## src/rtl/sat_block_stats.sv

```systemverilog
// sat_block_stats: groups filtered samples into fixed-length blocks and reports
// the sum, the peak and the saturated-sample count of each block.
//   clk, rst      : rising-edge clock, asynchronous active-high reset
//   clear         : synchronously discards the partial block
//   in_data/in_valid/in_ovf : sample stream from the saturation filter
//   out_sum/out_max/out_ovf_cnt/out_valid/out_ready : result register handshake
//   drop/drop_cnt : discarded-block pulse and saturating 8-bit total
module sat_block_stats #(
    parameter int DATA_W    = 4,
    parameter int BLOCK_LEN = 8,
    localparam int SUM_W    = DATA_W + $clog2(BLOCK_LEN),
    localparam int CNT_W    = $clog2(BLOCK_LEN + 1),
    localparam int IDX_W    = $clog2(BLOCK_LEN)
) (
    input  logic              clk,
    input  logic              rst,
    input  logic              clear,
    input  logic [DATA_W-1:0] in_data,
    input  logic              in_valid,
    input  logic              in_ovf,
    output logic [SUM_W-1:0]  out_sum,
    output logic [DATA_W-1:0] out_max,
    output logic [CNT_W-1:0]  out_ovf_cnt,
    output logic              out_valid,
    input  logic              out_ready,
    output logic              drop,
    output logic [7:0]        drop_cnt
);
    typedef enum logic {EMPTY, FULL} state_t;

    state_t            r_state;
    logic [SUM_W-1:0]  r_acc_sum, r_sum;
    logic [DATA_W-1:0] r_acc_max, r_max;
    logic [CNT_W-1:0]  r_acc_ovf, r_ovf_cnt;
    logic [IDX_W-1:0]  r_idx;
    logic              r_drop;
    logic [7:0]        r_drop_cnt;

    logic              w_acc, w_last;
    logic [SUM_W-1:0]  w_sum;
    logic [DATA_W-1:0] w_max;
    logic [CNT_W-1:0]  w_ovf;

    // clear takes priority over a same-edge sample
    assign w_acc  = in_valid && !clear;
    assign w_last = w_acc && (r_idx == IDX_W'(BLOCK_LEN - 1));
    // candidate result always includes the current sample
    assign w_sum  = r_acc_sum + SUM_W'(in_data);
    assign w_max  = (in_data > r_acc_max) ? in_data : r_acc_max;
    assign w_ovf  = r_acc_ovf + CNT_W'(in_ovf);

    always_ff @(posedge clk or posedge rst) begin
        if (rst) begin
            r_acc_sum <= '0;
            r_acc_max <= '0;
            r_acc_ovf <= '0;
            r_idx     <= '0;
        end else if (clear || w_last) begin
            r_acc_sum <= '0;
            r_acc_max <= '0;
            r_acc_ovf <= '0;
            r_idx     <= '0;
        end else if (w_acc) begin
            r_acc_sum <= w_sum;
            r_acc_max <= w_max;
            r_acc_ovf <= w_ovf;
            r_idx     <= r_idx + IDX_W'(1);
        end
    end

    always_ff @(posedge clk or posedge rst) begin
        if (rst) begin
            r_state    <= EMPTY;
            r_sum      <= '0;
            r_max      <= '0;
            r_ovf_cnt  <= '0;
            r_drop     <= 1'b0;
            r_drop_cnt <= '0;
        end else begin
            r_drop <= 1'b0;
            case (r_state)
                EMPTY: begin
                    if (w_last) begin
                        r_state   <= FULL;
                        r_sum     <= w_sum;
                        r_max     <= w_max;
                        r_ovf_cnt <= w_ovf;
                    end
                end
                FULL: begin
                    if (out_ready && w_last) begin
                        r_sum     <= w_sum;
                        r_max     <= w_max;
                        r_ovf_cnt <= w_ovf;
                    end else if (out_ready) begin
                        // outputs read as zero while nothing is held
                        r_state   <= EMPTY;
                        r_sum     <= '0;
                        r_max     <= '0;
                        r_ovf_cnt <= '0;
                    end else if (w_last) begin
                        r_drop <= 1'b1;
                        if (r_drop_cnt != 8'hFF)
                            r_drop_cnt <= r_drop_cnt + 8'd1;
                    end
                end
                default: r_state <= EMPTY;
            endcase
        end
    end

    assign out_sum     = r_sum;
    assign out_max     = r_max;
    assign out_ovf_cnt = r_ovf_cnt;
    assign out_valid   = (r_state == FULL);
    assign drop        = r_drop;
    assign drop_cnt    = r_drop_cnt;
endmodule

```

## config.mk

```make
export PLATFORM = sky130hd
export DESIGN_NAME = sat_block_stats
export DESIGN_NICKNAME = d
export VERILOG_FILES = /design/src/rtl/sat_block_stats.sv
export SDC_FILE = /design/constraint.sdc
export NUM_CORES = 1
export LEC_CHECK = 0
export ABC_AREA = 1
export CAP_MARGIN = 10
export CORE_MARGIN = 1.5
export CORE_UTILIZATION = 48
export DETAILED_ROUTE_END_ITERATION = 12
export PLACE_DENSITY = 0.75
export SYNTH_ARGS = -nofsm -noshare
export SYNTH_HDL_FRONTEND = slang
export SYNTH_SLANG_ARGS = --single-unit
```

## constraint.sdc

```tcl
create_clock -name clk -period 1.4 [get_ports clk]
set_input_delay 0.21 -clock clk [delete_from_list [all_inputs] [get_ports clk]]
set_output_delay 0.21 -clock clk [all_outputs]
set_load 0.01 [all_outputs]
```

Yosys cells after proc, flatten, opt, wreduce, memory -nomap -nowiden --
Cells that the tools add are included.
Storage, ports and cells: word-level logic and storage cells 57, output and inout port bits 25, bits in registers 43
Cells by class: equal/unequal tests 4, $lt $le $gt $ge 1, bitwise operators 3, mux-type cells 27, reduce and logical (&&, ||, !) cells 8, add/sub/neg operators 4
Operators with widths (count):
- $mux W4 | 10
- $mux W7 | 5
- $pmux W4 S2 | 2
- $pmux W7 S2 | 1
- $add A8 B1 Y8 const B | 1
- $ne A8 B8 Y1 const B | 1
- $add A7 B4 Y7 | 1
- $mux W1 | 6
- $mux W3 | 2
- $reduce_and A5 Y1 | 1
- $add A4 B1 Y4 | 1
- $gt A4 B4 Y1 | 1
- $add A3 B1 Y3 const B | 1
- $eq A3 B3 Y1 const B | 1
- $logic_and A1 B1 Y1 | 3
- $ne A3 B2 Y1 const B | 1
- $not A1 Y1 | 3
- $ne A2 B2 Y1 const B | 1
- $pmux W1 S2 | 1
- $reduce_and A2 Y1 | 1
- $reduce_bool A2 Y1 | 1
- $logic_not A1 Y1 | 1
- $logic_or A1 B1 Y1 | 1

Depth between registers and ports, before layout --
Gate-level depths: netlist of run 1.
word-level depth 7, gate-level depth with buffers 11, depth with buffers taken out 11

Least setup slack after synthesis of run 1 --
No wires, ideal clock.
path kind flip-flop to flip-flop, start point register r_acc_sum[0], end point register r_acc_sum[4], slack -0.109 ns, setup time 0.117 ns, period minus slack after synthesis 1.509 ns, data arrival time 1.392 ns, stages on the path, launching flop included 10, path through dfrtp_1 -> ha_1 -> inv_1 -> fa_1 -> inv_1 -> nand3_1 -> nand3_1 -> or2_2 -> nand3_1 -> nand2_1
Between the ends: cells in the longest elaborated chain, start to end 3
RTL lines:
- from (decl) | line 32 | logic [SUM_W-1:0] r_acc_sum, r_sum;
- from (signal assigned) | line 64 | r_acc_sum <= w_sum;
- $add A7 B4 Y7 | line 48 | assign w_sum = r_acc_sum + SUM_W'(in_data);
- $mux W7 | line 63 | end else if (w_acc) begin
- $mux W7 | line 58 | end else if (clear || w_last) begin
Every way passes these cells. The select of a mux whose other input is x is not followed. A chain may end at the register's enable or synchronous reset.

Worst setup path in the final report of run 1 --
start point register r_acc_sum[0], end point register r_acc_sum[2]
Same word-level chain as after synthesis.

==> results of run 1 <==
## cells in the final DEF, fill, tap and decap left out, types with 2 or more instances in the layout
cell type / Yosys / layout
nand2_1: 87 / 67
dfrtp_1: 43 / 42
buf_4: 0 / 31
dlygate4sd2_1: 0 / 27
inv_1: 29 / 23
nand2_2: 3 / 19
nand3_2: 1 / 17
o21ai_1: 7 / 11
nand3_1: 27 / 8
inv_2: 2 / 7
xnor2_1: 7 / 7
ha_4: 0 / 7
nand2_4: 2 / 6
nor2_1: 9 / 6
o21ai_2: 3 / 5
nand4_1: 5 / 5
clkbuf_8: 0 / 5
clkdlybuf4s50_1: 0 / 5
buf_6: 1 / 5
o21ai_0: 10 / 4
ha_1: 13 / 4
nor2_4: 2 / 3
inv_4: 3 / 3
nand3_4: 0 / 3
buf_12: 0 / 3
nor2_8: 2 / 2
nor2_2: 0 / 2
a21oi_2: 0 / 2
a22o_1: 2 / 2
ha_2: 0 / 2
## cells by family (layout without fill, tap and decap cells)
| kind of cell | after synthesis | in the layout | synth area share |
|---|---|---|---|
| AO/OA/AOI/OAI | 26 | 26 | 0.0694 |
| XOR/XNOR | 9 | 9 | 0.0341 |
| adder cells (fa/ha/maj) | 14 | 14 | 0.0791 |
| buffers and inverters | 37 | 115 | 0.0678 |
| flip-flops | 43 | 43 | 0.466 |
| AND/OR/NAND/NOR | 140 | 141 | 0.283 |
## power groups by stage
| stage | combinational, mW | clock (mW) | sequential [mW] |
|---|---|---|---|
| floorplan | 0.238 | 0 | 1.33 |
| detailed placement | 0.371 | 0 | 1.33 |
| global placement | 0.354 | 0 | 1.33 |
| global route | 0.688 | 0.848 | 1.32 |
| CTS | 0.423 | 0.809 | 1.31 |
| finish | 0.631 | 0.786 | 1.32 |
## layer usage
metal | track usage | share of wire
met1 | 0.281 | 0.41
met2 | 0.395 | 0.51
met3 | 0.0417 | 0.055
met4 | 0.109 | 0.026
met5 | 0 | 0
## metrics by stage
stage                     cell area, sq um   util  setup TNS, ns  cells  worst slack, ns
after floorplan                       2330      -         -0.101    269          -0.0286
after global placement                2910  0.621         -10.40    375           -0.451
after detailed placement              2910  0.621         -11.42    375           -0.512
after CTS                             3130  0.668         -0.386    393           -0.131
after global routing                  3450  0.735          -3.62    402           -0.249
final                                 3450  0.735          -1.49    402           -0.190
## cell type report
| cell class | instances | area, sq um |
|---|---|---|
| Sequential cell | 43 | 1080 |
| Timing Repair Buffer | 73 | 653 |
| Fill cell | 318 | 1240 |
| Clock buffer | 6 | 72.6 |
| Clock inverter | 2 | 12.5 |
| Multi-Input combinational cell | 190 | 1430 |
| Tap cell | 54 | 67.6 |
| Inverter | 34 | 140 |
## worst register-to-register path: stages, from the launching register on
cell and delay [ns]:
dfrtp_1 0.40, ha_4 0.16, inv_2 0.04, fa_2 0.35
buf_4 0.14, buf_6 0.12, xor2_4 0.18, a21oi_2 0.14
## repair_timing
| action | 4_1_cts | 5_1_grt |
|---|---|---|
| setup buffers | 9 | 9 |
| cloned | 1 | 0 |
| resized for setup | 47 | 66 |
| endpoints found under the setup margin | 53 | 39 |
| pin swaps | 9 | 24 |
## registers in the layout, summed over array words and instances, names as in the netlist
signal	flops
out_sum	7
out_max	4
drop	1
r_idx	3
r_acc_max	4
drop_cnt	8
r_acc_sum	7
out_valid	1
out_ovf_cnt	4
r_acc_ovf	4
## path summary, 6_finish.rpt
path                            cells past startpoint         start           end  slack (ns)
min in group clk                                    2    out_max[1]    out_max[1]        0.47
worst min-delay path                                3           rst   drop_cnt[0]        0.25
max in group asynchronous                           3           rst   drop_cnt[2]        0.93
worst min register to register                      2    out_max[1]    out_max[1]        0.47
worst max-delay path                                7  r_acc_sum[0]  r_acc_sum[2]       -0.19
worst max register to register                      7  r_acc_sum[0]  r_acc_sum[2]       -0.19
==> results.ini, run 1 <==
[yosys]
async_reset_ff_frac = 1.00
synth-seq-area-share = 0.466
synthTopCellsByArea = dfrtp_1 47%, nand2_1 14%, ha_1 7.0%, nand3_1 5.9%, inv_1 4.7%
yosysWarnings = 0
synthDominantCellAreaShare = 0.466
syn_nets = 293
syn_area_sq_um = 2310
yosysUniqueCellTypes = 27
ys_ff_latch = 43
synth_edf_count = 0
synth.top_cells.by_count = 87 x nand2_1, 43 x dfrtp_1, 29 x inv_1
yosysMostFrequentCell = nand2_1
yosysTopAreaCell = dfrtp_1
syn_area_per_cell_sq_um = 8.58
ys.flop_type = dfrtp_1
netlist_instances = 269

[sta]
fin_ws_ns = -0.190
final_max_slew_viol_count = 0
hold_slack_ns = 0.255
fin_crit_sh = 1.14
slew_headroom = 0.810
worst_pin_slew_ns = 0.285
setup_viol = 23
rsz0062_at_grt = yes
final_hold_viol_count = 0
fin_crit_ns = 1.59
clock_skew_ns = 0.00862
fmax_mhz = 629

[clock_network]
htree_num_levels = 2
clock_path_buffers = 2
hold_buffers = 0
clockRootBuffer = clkbuf_8
clkTransAtPathRegs_ns = 0.08
clk_latency_ns = 0.31
tritoncts = built
cts_inserted_buffers = 5
cts_sinks = 43

[detailed_routing]
routedWlPerCell_um = 15.7
viasPerCell = 5.32
drtIter0Drc = 170
drtAntennaViolNets = 0
dr.pass1.iters = 4
vias = 2138
drc_errors = 0
wirelength_um = 6330

[placed_design]
place_congestion = 0.852
dp_hpwl_um = 3680
port_buffers = 34

[setup_path]
critical_path_required_ns = 1.64
cp.buffers_inverters = 3
slowest_delay_ns = 0.40
crit_chain = ha_4, inv_2, fa_2, buf_4, buf_6, xor2_4, a21oi_2
cp-start-kind = register
path_class = register to register
critPathTopFamily = adder cells
cp-end-kind = register
crit_slowest_cell = dfrtp_1
cp_max_fo = 2
critPathArrivalTime_ns = 1.83

[final_layout]
layout-drive-gt1-share = 0.379
syn_to_final_growth_pct = 49.5
nNetsFinal = 371
diodes = 0

[die]
dieArea_sq_um = 5230
fp-row-count = 25
die_w_um = 72.4
start_util = 0.492
core-area_sq_um = 4690
die_h_um = 72.4
io_pins = 35

[power_and_ir_drop]
p_leak_nw = 1.83
p_switching_mw = 0.834
powerDensity_nw_per_um2 = 793
pwr-share-clk = 0.287
switching_share = 0.305
p_comb_frac = 0.231
ir_worst_vdd_uv = 671
p_int_mw = 1.90
p_seq_frac = 0.482
p_total_mw = 2.73

[global_routing]
antenna_found_initial = 0
grt-ovfl-total = 0
first_global_vias = 2017
grt_pass1_wl_um = 9180
grt_start_max_net_pins = 44
grtUsageTotal = 0.230

[flow_run]
cap_violations = 0

[run_status]
violations = negative setup slack
status = finished, violations left

[min_path]
hp-class = input port to asynchronous set/reset pin

Power figures use the tool's default switching activity.
==> run 2: changes to the inputs <==
- TNS_END_PERCENT: unset -> 1
==> run 2 against run 1 <==
The run still ends with negative setup slack left. Cell area down 9.4%. Global-route usage is 1.0 points lower. Cell count down 3.0%. Utilization is 6.9 points lower. Die area unchanged. Largest power group unchanged. Highest routed layer unchanged.
==> results.ini, run 2 (synthesized netlist as in run 1, its figures left out) <==
[clock_network]
clock_path_buffers = 2  ; unchanged
cts_sinks = 43  ; unchanged
clkTransAtPathRegs_ns = 0.08  ; about the same
hold_buffers = 0  ; unchanged
tritoncts = built
cts_inserted_buffers = 5  ; unchanged
htree_num_levels = 2  ; unchanged
clockRootBuffer = clkbuf_8
clk_latency_ns = 0.30  ; about the same

[final_layout]
diodes = 0  ; unchanged
final_common_cell = nand2_1
nNetsFinal = 359  ; -3.2%
layout-drive-gt1-share = 0.223  ; -0.156
syn_to_final_growth_pct = 35.4
fill_cells = 382  ; +20%
largest_reg_flops = 8  ; unchanged
layout_common_cells = 84 x nand2_1, 42 x dfrtp_1, 27 x inv_1
stdcell_area_sq_um = 3130  ; -9.4%

[die]
dieArea_sq_um = 5230  ; unchanged
die_w_um = 72.4  ; unchanged
io_pins = 35  ; unchanged
core-area_sq_um = 4690  ; unchanged
start_util = 0.492  ; unchanged
die_h_um = 72.4  ; unchanged
fp-row-count = 25  ; unchanged

[setup_path]
crit_slowest_cell = dfrtp_1
cp_max_fo = 3  ; +1
critical_path_required_ns = 1.59  ; -0.05 ns
cp-end-kind = register
cp-start-kind = register
critPathArrivalTime_ns = 1.73  ; -0.10 ns
slowest_delay_ns = 0.42  ; +0.02 ns
crit_chain = ha_4, inv_2, fa_2, inv_2, nand3_2, nand3_2, or2_4, nand3_1, nand2_1
path_class = register to register

[placed_design]
place_area_sq_um = 2930  ; +0.52%
port_buffers = 34  ; unchanged
dp_hpwl_um = 3610  ; -1.7%
place_congestion = 0.839  ; -1.4%
dp_slack_ns = -0.534  ; -0.0214 ns

[global_routing]
grt_start_max_net_pins = 44  ; unchanged
antenna_found_initial = 0  ; unchanged
grt-ovfl-total = 0  ; unchanged
grt_pass1_wl_um = 8850  ; -3.6%
grtUsageTotal = 0.220  ; -0.0104
first_global_vias = 1923  ; -4.7%

[power_and_ir_drop]
p_int_mw = 2.03  ; +7.0%
p_comb_frac = 0.152  ; -0.079
ir_worst_vdd_uv = 462  ; -31%
switching_share = 0.254  ; -0.0505
p_switching_mw = 0.694  ; -17%
powerDensity_nw_per_um2 = 873  ; +10%
p_leak_nw = 1.70  ; -6.8%
p_seq_frac = 0.480  ; -0.002
pwr-share-clk = 0.367  ; +0.080

[detailed_routing]
routedWlPerCell_um = 13.0  ; -17%
viasPerCell = 5.05  ; -5.0%
dr.pass1.iters = 4  ; unchanged
vias = 1971  ; -7.8%
wirelength_um = 5080  ; -20%
drc_errors = 0  ; unchanged
drtIter0Drc = 137  ; -19%
drtAntennaViolNets = 0  ; unchanged

[sta]
fmax_mhz = 652  ; +3.7%
fin_crit_sh = 1.10  ; -0.0404
clock_skew_ns = 0.00948  ; +0.000863 ns
final_hold_viol_count = 0  ; unchanged
fin_ws_ns = -0.133  ; +0.0566 ns
fin_crit_ns = 1.53  ; -0.0566 ns
slew_headroom = 0.844  ; +0.0336
worst_pin_slew_ns = 0.232  ; -0.0526 ns
rsz0062_at_grt = yes
final_max_slew_viol_count = 0  ; unchanged
setup_viol = 20  ; -13%

[flow_run]
cap_violations = 0  ; unchanged

[run_status]
status = finished, violations left
violations = negative setup slack

[min_path]
hp-class = input port to asynchronous set/reset pin

## run 2: repair_timing
item / in CTS / in global routing
gates cloned: 0 / 0
setup buffers: 2 / 0
resized for setup: 33 / 10
setup endpoints to repair: 52 / 33
pin swaps: 6 / 2
## run 2: area by class of cell
cell class                 instances  area, sq um  share of cell area
sequential                        43         1080               0.345
multi-input combinational        189         1170               0.374
clock buffer                       6         82.6              0.0264
timing repair buffer              62          559               0.179
inverter                          34          135              0.0432
clock inverter                     2         35.0              0.0112
tap                               54         67.6              0.0216
## run 2: per-stage QoR
stage	hold slack (ns)	util	power (mW)	std cells	TNS (ns)
floorplan	0.377	-	1.56	269	-0.405
global placement	0.456	0.624	1.69	380	-9.90
detailed placement	0.467	0.624	1.71	380	-11.47
CTS	0.272	0.659	2.75	390	-1.08
global route	0.297	0.666	2.88	390	-3.75
finish	0.260	0.666	2.73	390	-0.852
## run 2: final timing paths
| kind | slack, ns | to | start | cells past startpoint |
|---|---|---|---|---|
| setup reg to reg | -0.13 | r_acc_sum[4] | r_acc_sum[0] | 9 |
| max in group asynchronous | 0.91 | out_max[1] | rst | 3 |
| setup / recovery | -0.13 | r_acc_sum[4] | r_acc_sum[0] | 9 |
| hold reg to reg | 0.48 | out_sum[5] | out_sum[5] | 2 |
| min in group clk | 0.48 | out_sum[5] | out_sum[5] | 2 |
| hold / removal | 0.26 | drop_cnt[3] | rst | 3 |
## run 2: routing by layer
| layer | routed length (um) | up-vias | track usage |
|---|---|---|---|
| li1 | - | 992 | - |
| met1 | 2280 | 942 | 0.287 |
| met2 | 2600 | 33 | 0.376 |
| met3 | 172 | 4 | 0.0500 |
| met4 | 31 | 0 | 0.0503 |
| met5 | 0 | - | 0 |
## run 2: power by group through the flow
| stage | Clock (mW) | Combinational [mW] | Sequential, mW |
|---|---|---|---|
| 2_1_floorplan | 0 | 0.236 | 1.33 |
| 3_3_place_gp | 0 | 0.363 | 1.33 |
| 3_5_place_dp | 0 | 0.379 | 1.33 |
| 4_1_cts | 1.04 | 0.403 | 1.31 |
| 5_1_grt | 1.09 | 0.475 | 1.31 |
| 6_report | 1.00 | 0.416 | 1.31 |
## run 2: worst max-delay path: cells and delay by family, from the launching register on
kind / cells / cell delay [ns]
adders and majority gates: 2 / 0.39
and+or+nand+nor: 5 / 0.51
DFF: 1 / 0.42
buffers and inverters: 2 / 0.11
